`src/rtl/sys_ctrl.sv`:
```
// sys_ctrl: decodes UART command frames into register-file writes/reads
// and hands read data to the UART transmitter.
module sys_ctrl #(
   parameter int DATA_WIDTH = 8,
   parameter int ADDR_WIDTH = 4,
   parameter logic [DATA_WIDTH-1:0] WR_CMD = 8'hAA,
   parameter logic [DATA_WIDTH-1:0] RD_CMD = 8'hBB,
   parameter int TIMEOUT_CYC = 1024
) (
   input  logic                  clk,
   input  logic                  reset,
   input  logic [DATA_WIDTH-1:0] RX_P_DATA,
   input  logic                  RX_D_VLD,
   output logic                  WrEN,
   output logic                  RdEN,
   output logic [ADDR_WIDTH-1:0] address,
   output logic [DATA_WIDTH-1:0] WrData,
   input  logic [DATA_WIDTH-1:0] RdData,
   input  logic                  RdData_Valid,
   output logic [DATA_WIDTH-1:0] TX_P_DATA,
   output logic                  TX_D_VLD,
   input  logic                  TX_busy,
   output logic                  cmd_err,
   output logic                  overrun
);
   localparam int CW = $clog2(TIMEOUT_CYC + 1);
   typedef enum logic [2:0] {IDLE, WR_ADDR, WR_DATA, RD_ADDR, RD_WAIT, TX_WAIT} state_t;
   state_t state, state_n;
   logic [CW-1:0] cnt, cnt_n;
   logic [ADDR_WIDTH-1:0] wr_addr, wr_addr_n, address_n;
   logic [DATA_WIDTH-1:0] wr_data_n, tx_data_n;
   logic wr_en_n, rd_en_n, tx_vld_n, err_n, ovr_n;
   always_comb begin
      state_n   = state;
      cnt_n     = '0;
      wr_addr_n = wr_addr;
      address_n = address;
      wr_data_n = WrData;
      tx_data_n = TX_P_DATA;
      wr_en_n   = 1'b0;
      rd_en_n   = 1'b0;
      tx_vld_n  = 1'b0;
      err_n     = 1'b0;
      ovr_n     = 1'b0;
      case (state)
         IDLE: if (RX_D_VLD) begin
            state_n = (RX_P_DATA == WR_CMD) ? WR_ADDR : (RX_P_DATA == RD_CMD) ? RD_ADDR : IDLE;
            err_n   = (RX_P_DATA != WR_CMD) && (RX_P_DATA != RD_CMD);
         end
         // write address is held privately so the port only moves with WrEN
         WR_ADDR: if (RX_D_VLD) begin
            wr_addr_n = RX_P_DATA[ADDR_WIDTH-1:0];
            state_n   = WR_DATA;
         end
         WR_DATA: if (RX_D_VLD) begin
            address_n = wr_addr;
            wr_data_n = RX_P_DATA;
            wr_en_n   = 1'b1;
            state_n   = IDLE;
         end
         RD_ADDR: if (RX_D_VLD) begin
            address_n = RX_P_DATA[ADDR_WIDTH-1:0];
            rd_en_n   = 1'b1;
            state_n   = RD_WAIT;
         end
         RD_WAIT: begin
            ovr_n = RX_D_VLD;
            if (RdData_Valid) begin
               tx_data_n = RdData;
               state_n   = TX_WAIT;
            end
         end
         TX_WAIT: begin
            ovr_n = RX_D_VLD;
            if (!TX_busy) begin
               tx_vld_n = 1'b1;
               state_n  = IDLE;
            end
         end
         default: state_n = IDLE;
      endcase
      // inter-byte timeout only runs while a frame is being collected
      if ((state == WR_ADDR || state == WR_DATA || state == RD_ADDR) && !RX_D_VLD) begin
         if (cnt == CW'(TIMEOUT_CYC - 1)) begin
            err_n   = 1'b1;
            state_n = IDLE;
         end else
            cnt_n = cnt + CW'(1);
      end
   end
   always_ff @(posedge clk or negedge reset)
      if (!reset) begin
         state     <= IDLE;
         cnt       <= '0;
         wr_addr   <= '0;
         address   <= '0;
         WrData    <= '0;
         TX_P_DATA <= '0;
         WrEN      <= 1'b0;
         RdEN      <= 1'b0;
         TX_D_VLD  <= 1'b0;
         cmd_err   <= 1'b0;
         overrun   <= 1'b0;
      end else begin
         state     <= state_n;
         cnt       <= cnt_n;
         wr_addr   <= wr_addr_n;
         address   <= address_n;
         WrData    <= wr_data_n;
         TX_P_DATA <= tx_data_n;
         WrEN      <= wr_en_n;
         RdEN      <= rd_en_n;
         TX_D_VLD  <= tx_vld_n;
         cmd_err   <= err_n;
         overrun   <= ovr_n;
      end
endmodule

```
`config.mk`:
```
export PLATFORM = sky130hd
export DESIGN_NAME = sys_ctrl
export DESIGN_NICKNAME = d
export VERILOG_FILES = /design/src/rtl/sys_ctrl.sv
export SDC_FILE = /design/constraint.sdc
export NUM_CORES = 1
export LEC_CHECK = 0
export ABC_CLOCK_PERIOD_IN_PS = 1700
export CAP_MARGIN = 20
export CORE_UTILIZATION = 45
export CTS_BUF_LIST = sky130_fd_sc_hd__clkbuf_8 sky130_fd_sc_hd__clkbuf_16
export CTS_CLUSTER_SIZE = 40
export DETAILED_ROUTE_END_ITERATION = 6
export GPL_TIMING_DRIVEN = 0
export MAX_ROUTING_LAYER = met4
export PLACE_DENSITY = 0.74
export SYNTH_ARGS = -nofsm -noshare
export SYNTH_HDL_FRONTEND = slang
export SYNTH_SLANG_ARGS = --single-unit
```
`constraint.sdc`:
```
create_clock -name clk -period 1.7 [get_ports clk]
set_input_delay 0.34 -clock clk [delete_from_list [all_inputs] [get_ports clk]]
set_output_delay 0.34 -clock clk [all_outputs]
set_load 0.03 [all_outputs]
```
==> results.py <==
metrics = {
    "synthesis": {
        "yosys_warnings": 0,
        "synthCells": 146,
        "synth_top_area_share_pct": 58.8,
        "synth.most_common_cell": "dfrtp_1",
        "synth.area.top_cells": "dfrtp_1, mux2_2, nor2_1",
        "synth_edf_count": 0,
        "netlist_area_sq_um": 1830,
        "yosys.area.top_type": "dfrtp_1",
        "synth_flop_cell": "dfrtp_1",
        "async_flop_share_pct": 100,
        "ys_types": 30,
        "ys_top_cells_by_count": "dfrtp_1, mux2_2, nor2_1, nand2_1, nor3_1",
        "syn_area_per_cell_sq_um": 12.5,
        "ys_seq_area_share_pct": 58.8,
        "syn_nets": 168,
        "synth_seq_cells": 43,
    },
    "timing": {
        "slew_headroom_pct": 68.9,
        "whs_ps": -12.0,
        "setup_viol": 0,
        "layout_setup_ws_ps": 35.6,
        "fin_skew_ps": 6.43,
        "fmax_mhz": 601,
        "fin_crit_sh_pct": 97.9,
        "fin_crit_ps": 1660,
        "worst_pin_slew_ps": 467,
        "drv_slew": 0,
        "grt_setup_unrepaired": "yes",
        "hold_violations": 18,
    },
    "clocking": {
        "ctsResizeCount": 1,
        "htreeDepth": 2,
        "clockRootBuffer": "clkbuf_8",
        "cts_setup_buffers": 0,
        "cts.hold.buffers_added": 0,
        "clockBufferDepth": 2,
        "cts_tree": "yes",
        "cts_sinks": 43,
        "numCtsBuffers": 5,
        "path_clk_slew_ps": 70,
        "clk_latency_ps": 290,
    },
    "final_layout": {
        "seq_area_sq_um": 1080,
        "multi_input_area_sq_um": 749,
        "nNetsFinal": 221,
        "fillCellCount": 287,
        "drive_gt1_share_pct": 19.0,
        "area_delta_synth_final_pct": 36.8,
        "antenna_cells": 0,
    },
    "global_routing": {
        "antenna_found_initial": 0,
        "grt_pass1_wl_um": 5480,
        "grt_overflow_total": 0,
        "grt_max_degree": 26,
        "grt_pass1_vias": 1245,
        "track_usage_pct": 17.9,
    },
    "placement": {
        "portBuffers": 45,
        "place_congestion": 0.750,
        "preCtsSetupSlack_ps": -169,
        "hpwlAfterDp_um": 2520,
    },
    "routing": {
        "wl_um": 3290,
        "first_iter_violations": 12,
        "drc": 0,
        "viasPerCell": 5.10,
        "wl_per_cell_um": 13.3,
        "ant_nets": 0,
        "via_count": 1266,
        "firstDrtPassIters": 3,
    },
    "die": {
        "core_area_sq_um": 3770,
        "die_w_um": 65.8,
        "rows": 22,
        "initial_core_util_pct": 48.5,
        "die-height_um": 65.8,
        "ioPinCount": 46,
        "dieArea_sq_um": 4330,
    },
    "power_and_ir_drop": {
        "p_leak_uw": 0.00118,
        "max-vdd-ir-drop_uv": 994,
        "p_per_area_nw_per_um2": 1580,
        "finalPower_uw": 3960,
    },
    "run_status": {
        "violations": "hold timing",
        "status": "finished with violations",
    },
    "setup_path": {
        "path_cells": "clkdlybuf4s50_1",
        "r2r_slack_ps": 90,
        "required_ps": 1360,
        "path_max_fanout": 2,
        "critPathTopFamily": "buffers and inverters",
        "path_class": "flop to primary output",
        "startpoint_type": "flop",
        "cpMaxStageDelayCell": "clkdlybuf4s50_1",
        "crit_arrival_ps": 1320,
        "endpoint_kind": "primary output",
        "worst-path-buf-inv": 1,
        "critical_path.max_stage_delay_ps": 680,
    },
    "job": {
        "cap_viol_max_count": 0,
    },
    "min_path": {
        "hold_path_class": "input pin to asynchronous set/reset pin",
    },
}
-- worst paths after layout --
check,to,depth (start not counted),startpoint
worst max register to register,WrData[3],4,state[2]
worst min-delay path,TX_P_DATA[7],1,reset
min in group clk,address[3],2,address[3]
max in group asynchronous,WrData[1],2,reset
worst min register to register,address[3],2,address[3]
worst max-delay path,WrData[3],1,WrData[3]
-- layer usage --
layer,GRT usage [%],vias to the layer above,part of all wire [%]
met5,-,-,0
li1,-,614,-
met3,6.72,6,8.0
met1,20.0,602,43
met4,7.07,0,1.5
met2,28.7,44,48
-- sequential cells by signal (all words and copies together), names as in the netlist --
| name | count |
|---|---|
| WrEN | 1 |
| RdEN | 1 |
| cnt | 11 |
| state | 3 |
| WrData | 8 |
| cmd_err | 1 |
| TX_P_DATA | 8 |
| overrun | 1 |
| address | 4 |
| wr_addr | 4 |
| TX_D_VLD | 1 |
-- layout by cell type (no fill, tap or decap), types with 2 or more instances in the layout --
cell type	netlist	layout
inv_1	3	4
xor2_1	5	5
xnor2_1	5	5
buf_2	2	3
clkbuf_8	0	7
nand4_1	2	2
o21ai_0	4	4
nand2_1	11	11
nand2b_1	3	3
clkdlybuf4s50_1	0	34
mux2_2	20	20
mux2i_1	5	5
dlymetal6s2s_1	0	10
and3_1	2	2
nor2_1	16	16
nor3_1	6	5
nor4_1	2	2
nand3_1	3	3
dfrtp_1	43	43
-- logic make-up after synthesis --
family | count (synthesis) | share of synthesized area (%)
muxes | 25 | 15.0
and+or+nand+nor | 53 | 16.6
buffers and inverters | 5 | 1.16
AOI/OAI and AO/OA | 9 | 2.94
DFF | 43 | 58.8
xor gates and xnor gates | 10 | 4.78
adders and majority gates | 1 | 0.683
-- area by class of cell --
type                    count  area share (%)
repair buffers             46            19.9
clock inverters             1           0.150
multi-input cells          98            29.9
inverters                   3           0.450
plain buffers               2           0.400
flip-flops and latches     43            43.0
clock buffers               7            3.85
well taps                  48            2.40
-- power by group --
group	internal [uW]	total, uW	switching, uW
Combinational	795	1730	936
Sequential	1360	1550	193
Clock	364	681	317
Total	2510	3960	1450
-- metrics by stage --
step                setup TNS, ps  utilization [%]  area (sq um)  hold WS, ps  instances
global route                -21.7             66.4          2500         12.0        248
floorplan                       0                -          1830         44.4        146
finish                          0             66.4          2500        -12.0        248
detailed placement          -2650             62.7          2360          319        240
global placement           -34170             62.1          2340          469        239
CTS                             0             65.4          2470         3.14        248
No activity file was read; power rests on OpenSTA's default activity.
